==> src/rtl/menu_select_controller_if.sv <==
// Command handshake between the menu controller and the game FSM.
// The controller drives the command code and valid; the consumer drives ready.
interface menu_select_controller_if;
  logic       cmd_valid;
  logic       cmd_ready;
  logic [1:0] cmd;

  // Controller side: offers a command and waits for acceptance.
  modport master (
    output cmd_valid,
    output cmd,
    input  cmd_ready
  );

  // Game FSM side: observes the command and accepts it.
  modport slave (
    input  cmd_valid,
    input  cmd,
    output cmd_ready
  );
endinterface

==> src/rtl/menu_select_controller.sv <==
// Menu button sequencer.
// - Keeps the highlighted button index, with wrap-around stepping and held-key
//   auto-repeat timed in video frames.
// - Drives a one-hot highlight for the button sprites.
// - Issues the confirmed button index as a command over a valid/ready handshake.
//   A single press of confirm produces exactly one command.
module menu_select_controller #(
  parameter  int NUM_BUTTONS  = 4,
  parameter  int REPEAT_DELAY = 30,
  parameter  int REPEAT_RATE  = 6,
  localparam int IDXW         = $clog2(NUM_BUTTONS)
) (
  input  logic                   clk_in,
  input  logic                   rst_n_in,
  input  logic                   enable_in,
  input  logic                   new_frame_in,
  input  logic                   up_in,
  input  logic                   down_in,
  input  logic                   confirm_in,
  output logic [NUM_BUTTONS-1:0] selected_out,
  output logic [IDXW-1:0]        sel_idx_out,
  menu_select_controller_if.master cmd_bus
);

  // The frame counter must hold the larger of the two repeat periods.
  localparam int CNT_MAX = (REPEAT_DELAY > REPEAT_RATE) ? REPEAT_DELAY : REPEAT_RATE;
  localparam int CNTW    = $clog2(CNT_MAX + 1);

  localparam logic [CNTW-1:0] DELAY_LAST = CNTW'(REPEAT_DELAY - 1);
  localparam logic [CNTW-1:0] RATE_LAST  = CNTW'(REPEAT_RATE - 1);
  localparam logic [IDXW-1:0] IDX_LAST   = IDXW'(NUM_BUTTONS - 1);

  typedef enum logic [2:0] {
    ST_IDLE,
    ST_HOLD,
    ST_REPEAT,
    ST_CONFIRM,
    ST_RELEASE
  } state_t;

  state_t                 state_reg, state_next;
  logic [IDXW-1:0]        idx_reg, idx_next;
  logic [NUM_BUTTONS-1:0] sel_reg, sel_next;
  logic [CNTW-1:0]        cnt_reg, cnt_next;
  logic                   dir_down_reg, dir_down_next;
  logic                   cmd_valid_reg, cmd_valid_next;
  logic [1:0]             cmd_reg, cmd_next;

  logic up_q_reg, down_q_reg, confirm_q_reg;

  logic       rise_confirm;
  logic       up_level, down_level;
  logic       up_edge, down_edge;
  logic       held_active;
  logic       step_req;
  logic       step_down;
  logic [1:0] idx_cmd;

  // Wrap-around step of the highlight: down moves forward, up moves back.
  function automatic logic [IDXW-1:0] step_idx(input logic [IDXW-1:0] idx,
                                               input logic            go_down);
    logic [IDXW-1:0] res;
    if (go_down) begin
      res = (idx == IDX_LAST) ? '0 : idx + IDXW'(1);
    end else begin
      res = (idx == '0) ? IDX_LAST : idx - IDXW'(1);
    end
    return res;
  endfunction

  // A direction is only valid when exactly one of up/down is pressed.
  assign up_level     = up_in & ~down_in;
  assign down_level   = down_in & ~up_in;
  assign up_edge      = up_in & ~up_q_reg & ~down_in;
  assign down_edge    = down_in & ~down_q_reg & ~up_in;
  assign rise_confirm = confirm_in & ~confirm_q_reg;
  assign held_active  = dir_down_reg ? down_level : up_level;

  // Command code is the low two bits of the index, zero-extended for tiny menus.
  genvar gi;
  generate
    for (gi = 0; gi < 2; gi++) begin : g_cmd_bits
      if (gi < IDXW) begin : g_from_idx
        assign idx_cmd[gi] = idx_reg[gi];
      end else begin : g_zero
        assign idx_cmd[gi] = 1'b0;
      end
    end
  endgenerate

  // One-hot highlight computed from the next index so it registers alongside it.
  generate
    for (gi = 0; gi < NUM_BUTTONS; gi++) begin : g_onehot
      assign sel_next[gi] = (idx_next == IDXW'(gi));
    end
  endgenerate

  // Input history for edge detection, sampled every cycle even when disabled.
  always_ff @(posedge clk_in or negedge rst_n_in) begin
    if (!rst_n_in) begin
      up_q_reg      <= 1'b0;
      down_q_reg    <= 1'b0;
      confirm_q_reg <= 1'b0;
    end else begin
      up_q_reg      <= up_in;
      down_q_reg    <= down_in;
      confirm_q_reg <= confirm_in;
    end
  end

  // Controller state, highlight, repeat counter and pending command.
  always_ff @(posedge clk_in or negedge rst_n_in) begin
    if (!rst_n_in) begin
      state_reg     <= ST_IDLE;
      idx_reg       <= '0;
      sel_reg       <= NUM_BUTTONS'(1);
      cnt_reg       <= '0;
      dir_down_reg  <= 1'b0;
      cmd_valid_reg <= 1'b0;
      cmd_reg       <= 2'b00;
    end else begin
      state_reg     <= state_next;
      idx_reg       <= idx_next;
      sel_reg       <= sel_next;
      cnt_reg       <= cnt_next;
      dir_down_reg  <= dir_down_next;
      cmd_valid_reg <= cmd_valid_next;
      cmd_reg       <= cmd_next;
    end
  end

  // Next-state logic: navigation, auto-repeat timing and command handshake.
  always_comb begin
    state_next     = state_reg;
    cnt_next       = cnt_reg;
    dir_down_next  = dir_down_reg;
    cmd_valid_next = cmd_valid_reg;
    cmd_next       = cmd_reg;
    step_req       = 1'b0;
    step_down      = dir_down_reg;

    case (state_reg)
      ST_IDLE: begin
        cnt_next = '0;
        if (enable_in) begin
          // Confirm wins over a direction edge in the same cycle.
          if (rise_confirm) begin
            state_next     = ST_CONFIRM;
            cmd_next       = idx_cmd;
            cmd_valid_next = 1'b1;
          end else if (up_edge || down_edge) begin
            state_next    = ST_HOLD;
            step_req      = 1'b1;
            step_down     = down_edge;
            dir_down_next = down_edge;
          end
        end
      end

      ST_HOLD, ST_REPEAT: begin
        if (!enable_in) begin
          state_next = ST_IDLE;
          cnt_next   = '0;
        end else if (rise_confirm) begin
          state_next     = ST_CONFIRM;
          cnt_next       = '0;
          cmd_next       = idx_cmd;
          cmd_valid_next = 1'b1;
        end else if (up_edge || down_edge) begin
          // Switching direction without a both-high gap restarts the hold.
          state_next    = ST_HOLD;
          cnt_next      = '0;
          step_req      = 1'b1;
          step_down     = down_edge;
          dir_down_next = down_edge;
        end else if (!held_active) begin
          state_next = ST_IDLE;
          cnt_next   = '0;
        end else if (new_frame_in) begin
          if (cnt_reg == ((state_reg == ST_HOLD) ? DELAY_LAST : RATE_LAST)) begin
            state_next = ST_REPEAT;
            cnt_next   = '0;
            step_req   = 1'b1;
          end else begin
            cnt_next = cnt_reg + CNTW'(1);
          end
        end
      end

      ST_CONFIRM: begin
        // Command stays on the bus until taken, regardless of enable.
        cnt_next = '0;
        if (cmd_valid_reg && cmd_bus.cmd_ready) begin
          cmd_valid_next = 1'b0;
          state_next     = ST_RELEASE;
        end
      end

      ST_RELEASE: begin
        cnt_next = '0;
        if (!confirm_in) begin
          state_next = ST_IDLE;
        end
      end

      default: begin
        state_next     = ST_IDLE;
        cnt_next       = '0;
        cmd_valid_next = 1'b0;
      end
    endcase

    idx_next = step_req ? step_idx(idx_reg, step_down) : idx_reg;
  end

  assign selected_out      = sel_reg;
  assign sel_idx_out       = idx_reg;
  assign cmd_bus.cmd_valid = cmd_valid_reg;
  assign cmd_bus.cmd       = cmd_reg;

endmodule

==> src/flat_wrapper.sv <==
// flat-port wrapper written by rule: the top's interface ports become plain ports
module menu_select_controller_flat 
#(
  parameter  int NUM_BUTTONS  = 4,
  parameter  int REPEAT_DELAY = 30,
  parameter  int REPEAT_RATE  = 6,
  localparam int IDXW         = $clog2(NUM_BUTTONS)
)
  (clk_in, rst_n_in, enable_in, new_frame_in, up_in, down_in, confirm_in, selected_out, sel_idx_out, cmd_bus_cmd_valid, cmd_bus_cmd, cmd_bus_cmd_ready);
  menu_select_controller_if cmd_bus_i ();
  input  logic clk_in;
  input  logic rst_n_in;
  input  logic enable_in;
  input  logic new_frame_in;
  input  logic up_in;
  input  logic down_in;
  input  logic confirm_in;
  output logic [NUM_BUTTONS-1:0] selected_out;
  output logic [IDXW-1:0] sel_idx_out;
  output wire logic [$bits(cmd_bus_i.cmd_valid)-1:0] cmd_bus_cmd_valid;
  output wire logic [$bits(cmd_bus_i.cmd)-1:0] cmd_bus_cmd;
  input wire logic [$bits(cmd_bus_i.cmd_ready)-1:0] cmd_bus_cmd_ready;
  assign cmd_bus_cmd_valid = cmd_bus_i.cmd_valid;
  assign cmd_bus_cmd = cmd_bus_i.cmd;
  assign cmd_bus_i.cmd_ready = cmd_bus_cmd_ready;
  menu_select_controller #(.NUM_BUTTONS(NUM_BUTTONS), .REPEAT_DELAY(REPEAT_DELAY), .REPEAT_RATE(REPEAT_RATE)) u_core (.clk_in(clk_in), .rst_n_in(rst_n_in), .enable_in(enable_in), .new_frame_in(new_frame_in), .up_in(up_in), .down_in(down_in), .confirm_in(confirm_in), .selected_out(selected_out), .sel_idx_out(sel_idx_out), .cmd_bus(cmd_bus_i));
endmodule
==> config.mk <==
export PLATFORM = sky130hd
export DESIGN_NAME = menu_select_controller_flat
export DESIGN_NICKNAME = d
export VERILOG_FILES = /design/src/rtl/menu_select_controller_if.sv /design/src/rtl/menu_select_controller.sv /design/src/flat_wrapper.sv
export SDC_FILE = /design/constraint.sdc
export NUM_CORES = 1
export LEC_CHECK = 0
export BUFFER_PORTS_ARGS = -buffer_cell sky130_fd_sc_hd__buf_2
export CAP_MARGIN = 10
export CORE_MARGIN = 5
export CORE_UTILIZATION = 30
export DETAILED_ROUTE_END_ITERATION = 8
export HOLD_SLACK_MARGIN = 0.06
export SETUP_SLACK_MARGIN = 0.3
export SLEW_MARGIN = 20
export SYNTH_ARGS = -nofsm -noshare
export SYNTH_HDL_FRONTEND = slang
export SYNTH_SLANG_ARGS = --single-unit
==> constraint.sdc <==
create_clock -name clk_in -period 1.7 [get_ports clk_in]
set_input_delay 0.34 -clock clk_in [delete_from_list [all_inputs] [get_ports clk_in]]
set_output_delay 0.34 -clock clk_in [all_outputs]
set_load 0.01 [all_outputs]
; After elaboration in Yosys (flattened, before gate mapping)
; Cells that the tools add are included.
[totals]
reg_bits = 21
inputBits = 8
out_inout_bits = 9
word_cells = 96
[op_classes]
add_sub_neg = 3
eq_ne = 17
mux = 43
bitwise_logic = 13
reduce_logical = 10
[op_table]
columns = operator, n
row1 = $mux 5, 8
row2 = $mux 3, 11
row3 = $mux 1, 17
row4 = $ne 6x5->1 const B, 2
row5 = $pmux 3 s4, 1
row6 = $mux 2, 4
row7 = $and 1x1->1, 7
row8 = $eq 2x2->1 const B, 3
row9 = $eq 3x2->1 const B, 2
row10 = $ne 2x1->1 const B, 3
row11 = $not 1->1, 6
row12 = $reduce_and 6->1, 1
row13 = $add 5x1->5 const B, 1
row14 = $eq 5x5->1, 1
row15 = $logic_not 2->1, 2
row16 = $ne 2x2->1 const B, 2
row17 = $reduce_and 4->1, 1
row18 = $eq 3x1->1 const B, 1
row19 = $eq 3x3->1 const B, 1
row20 = $logic_not 3->1, 1
row21 = $ne 3x1->1 const B, 1
row22 = $pmux 1 s3, 1
row23 = $reduce_and 3->1, 1
row24 = $reduce_or 3->1, 1
row25 = 7 further kinds, 7

; Longest topological paths before layout
[depth]
ltp_word = 12
mapped_depth = 8
ltp_nobuf = 7

; Worst setup path before layout
; Ideal clock, no wire load.
[synth_timing]
path_kind = register to register
startpoint = reg u_core.cnt_reg[1]
endpoint = reg u_core.sel_reg[3], in the netlist u_core.selected_out[3]
setup_ps = 120
arrival_ps = 1719
required_time_ps = 1580
slack_ps = -138
stages_incl_launch_ff = 9
path_buffers = 1
period_less_slack_ps = 1838
cell_sequence = dfrtp_1 > inv_1 > ha_1 > nor4bb_1 > mux2i_1 > o31a_1 > buf_6 > and3_4 > a31o_1
[synth_via]
elab_chain_cells = 10
[synth_lines]
columns = item, line_no
row1 = from (decl), menu_select_controller.sv:44  ; logic [CNTW-1:0] cnt_reg, cnt_next;
row2 = from (signal assigned), menu_select_controller.sv:125  ; cnt_reg <= cnt_next;
row3 = $eq 5x5->1, menu_select_controller.sv:180  ; if (cnt_reg == ((state_reg == ST_HOLD) ? DELAY_LAST : RATE_LAST)) begin
row4 = $mux 1, menu_select_controller.sv:180
row5 = $mux 1, menu_select_controller.sv:179  ; end else if (new_frame_in) begin
row6 = $mux 1, menu_select_controller.sv:176  ; end else if (!held_active) begin
row7 = $mux 1, menu_select_controller.sv:169  ; end else if (up_edge || down_edge) begin
row8 = $mux 1, menu_select_controller.sv:164  ; end else if (rise_confirm) begin
row9 = $mux 1, menu_select_controller.sv:161  ; if (!enable_in) begin
row10 = $pmux 1 s2, menu_select_controller.sv:142  ; case (state_reg)
row11 = $mux 2, menu_select_controller.sv:213  ; idx_next = step_req ? step_idx(idx_reg, step_down) : idx_reg;
row12 = $eq 2x2->1, menu_select_controller.sv:94  ; assign sel_next[gi] = (idx_next == IDXW'(gi));
row13 = via u_core.sel_next[3], menu_select_controller.sv:43  ; logic [NUM_BUTTONS-1:0] sel_reg, sel_next;
row14 = to (signal assigned), menu_select_controller.sv:124  ; sel_reg <= sel_next;
row15 = to (decl), menu_select_controller.sv:43
; The timed path passes the listed nets, and every way through them passes these cells.
; A chain may end at the register's enable or synchronous reset.

; Worst setup path after layout
[layout_timing]
startpoint = reg u_core.down_q_reg
endpoint = reg u_core.idx_reg[1], in the netlist u_core.sel_idx_out[1]
[layout_via]
elab_chain_cells = 10
word_cells_on_any_way = 17
cone_classes = mux (13) / bitwise (3) / reduce/logical (1)
[layout_lines]
columns = item, line_no
row1 = from (decl), menu_select_controller.sv:49  ; logic up_q_reg, down_q_reg, confirm_q_reg;
row2 = from (signal assigned), menu_select_controller.sv:106  ; down_q_reg <= down_in;
row3 = $not 1->1 (*), menu_select_controller.sv:75  ; assign down_edge = down_in & ~down_q_reg & ~up_in;
row4 = $and 1x1->1 (*) (2 in a row), menu_select_controller.sv:75
row5 = $logic_or 1x1->1, "menu_select_controller.sv:151, menu_select_controller.sv:169"
row6 = $mux 1, "menu_select_controller.sv:151, menu_select_controller.sv:169"
row7 = $mux 1, menu_select_controller.sv:164
row8 = $mux 1 (2 in a row), -
row9 = $mux 2, menu_select_controller.sv:63  ; if (go_down) begin
row10 = $mux 2 (*), menu_select_controller.sv:213
row11 = via u_core.idx_next[1], menu_select_controller.sv:42  ; logic [IDXW-1:0] idx_reg, idx_next;
row12 = to (signal assigned), menu_select_controller.sv:123  ; idx_reg <= idx_next;
row13 = to (decl), menu_select_controller.sv:42
; Mark *: on every way through the listed nets, which the timed path passes. The rest lies on a longest branch.

==> flow_summary.ini <==
[sta]
drv_slew = 0
layout_min_cycle_time_ns = 1.85
slew_headroom_pct = 67.0
tns_ns = -0.726
setup_viol = 9
hold_violations = 0
worst_slack_ns = -0.152
timing.fmax_mhz = 540
max_slew.worst_pin.slew_ns = 0.495
timing.final.crit_share_pct = 109
fin_hold_ws_ns = 0.312
rsz0062_at_grt = true
clock_skew_ns = 0.00236

[layout]
multiInputGateArea_um2 = 892
nets = 185
regArea_um2 = 531
num_antenna_cells = 0
drive_above_1_share_pct = 55.2
fillers = 374
area_growth_pct = 50.6
largest_register_ffs = 5
final_area_um2 = 1920
stdcell_count = 222

[yosys]
netlist.area_leader.share_pct = 39.2
netlist_area_um2 = 1280
synth_area_leaders = dfrtp_1 (39%), ha_1 (3.9%), nand2b_1 (3.4%)
async_flop_share_pct = 100
synth_cells = 124
synthesis.nets = 136
synth_top_cell_by_area = dfrtp_1
ys.flop_type = dfrtp_1
ys_ff_latch = 21
ys_warn_count = 0
avgSynthCellArea_um2 = 10.3
yosysMostFrequentCell = dfrtp_1
netlist-cell-type-count = 51
synth_commonest_cells = dfrtp_1 (20), inv_1 (11), nand3_1 (8)
synth_edf_count = 0
yosysSeqAreaShare_pct = 41.3

[clock_tree]
h-tree-depth = 1
cts_inserted_buffers = 3
clk_pin_slew_ns = 0.08
clock_path_buffers = 2
clock-root-buffer = clkbuf_8
worstSkewPairLatency_ns = 0.26
cts_tree = built
clock_sinks = 21

[setup_path]
critPathKind = register to register
r2r_start = u_core.down_q_reg
endpoint_kind = register
arrival_ns = 1.99
worst_ep_required_time_ns = 1.83
r2r_end = u_core.sel_idx_out[1]
worstPathMaxFanout = 5
rrSetupSlack_ns = -0.15
start_kind = register
worstRegToRegCells = 6

[drt]
via_per_inst = 5.14
wl_per_cell_um = 15.2
drc = 0
drt_first_pass_iters = 4
vias = 1141
ant_nets = 0
drt_iter0_markers = 45
routed_wirelength_mm = 3.39

[placed_design]
portBuffers = 16
gp_congestion = 0.872
numPlacedInstances = 211
hpwl_mm = 2.33
dp_slack_ns = -0.203
post_dp_cell_area_um2 = 1600

[grt]
antenna_found_initial = 0
grt_pass1_wl_mm = 5.67
grt_max_degree = 22
first_global_vias = 1167
track_usage_pct = 13.0
grt_remaining_overflow = 0

[floorplan]
start_util_pct = 31.5
die_area_um2 = 5660
core.rowCount = 23
boundaryPins = 17
die_w_um = 75.2
die_h_um = 75.2
coreArea_um2 = 4060

[pwr]
power.leakage_nw = 0.832
power.density_nw_per_um2 = 1330
ir_drop_uv = 844

[run]
cap_violations = 0

[worst_hold_path]
worstHoldPathType = input port to register
min_to = u_core.confirm_q_reg
whs_path_depth = 2
worstHoldStart = confirm_in

[status]
violations = negative setup slack
outcome = complete, but fails checks
==> critical path, stage by stage, from the launching register on <==
cell and delay (ns):
dfrtp_1 0.40, or3b_4 0.43, buf_6 0.13, a2bb2oi_2 0.15
buf_6 0.14, xnor2_1 0.34, mux2i_1 0.13
==> layout make-up <==
class	instances	area share (%)
Sequential cell	21	27.6
Multi-Input combinational cell	88	46.4
Tap cell	50	3.26
Clock inverter	1	0.260
Inverter	11	2.15
Timing Repair Buffer	48	18.2
Clock buffer	3	2.15
==> stage by stage <==
stage | power [mW] | util [%]
detailed placement | 1.80 | 39.4
finish | 2.55 | 47.4
global placement | 1.77 | 39.4
CTS | 2.31 | 43.8
global route | 2.73 | 47.4
floorplan | 1.45 | -
==> power by group <==
group	internal, mW	leakage, nW	switching (mW)
logic	0.648	0.544	0.770
clock network	0.164	0.0255	0.176
registers	0.650	0.262	0.140
==> layout by cell type, fill, tap and decap left out, types with 5 or more instances in the layout <==
master	instances
buf_6	7
buf_2	16
buf_4	24
nand2b_1	6
nand2_1	5
dfrtp_1	17
nand3_1	6
inv_1	9
==> routing by layer <==
layer  part of all wire, %  global-route usage [%]
met2                    52                    22.1
met1                    43                    16.2
met3                   3.7                    3.34
met5                     0                       0
met4                   1.2                    3.69
==> logic make-up after synthesis <==
group	share of synthesized area, %
AOI/OAI and AO/OA	21.5
xor gates and xnor gates	2.06
adders and majority gates	3.92
buffers and inverters	5.69
DFF	41.3
muxes	3.24
and+or+nand+nor	22.4
==> worst max-delay path by stage <==
stage	from	endpoint	slack [ns]	depth (start not counted)
global placement	up_in	u_core.selected_out[3]	-0.16	7
finish	u_core.down_q_reg	u_core.sel_idx_out[1]	-0.15	6
CTS	u_core.down_q_reg	u_core.selected_out[2]	-0.08	6
detailed placement	up_in	u_core.selected_out[3]	-0.20	7
global route	u_core.down_q_reg	u_core.sel_idx_out[1]	-0.23	6
floorplan	u_core.state_reg[2]	u_core.selected_out[3]	-0.07	7
==> repair_timing <==
action,4_1_cts,5_1_grt
hold endpoints to repair,20,0
hold buffers,1,0
setup buffers,3,3
gates cloned,0,0
pin swaps,10,9
setup endpoints to repair,15,15
resized for setup,22,24
Note: power is estimated with default switching activity, not from simulation.
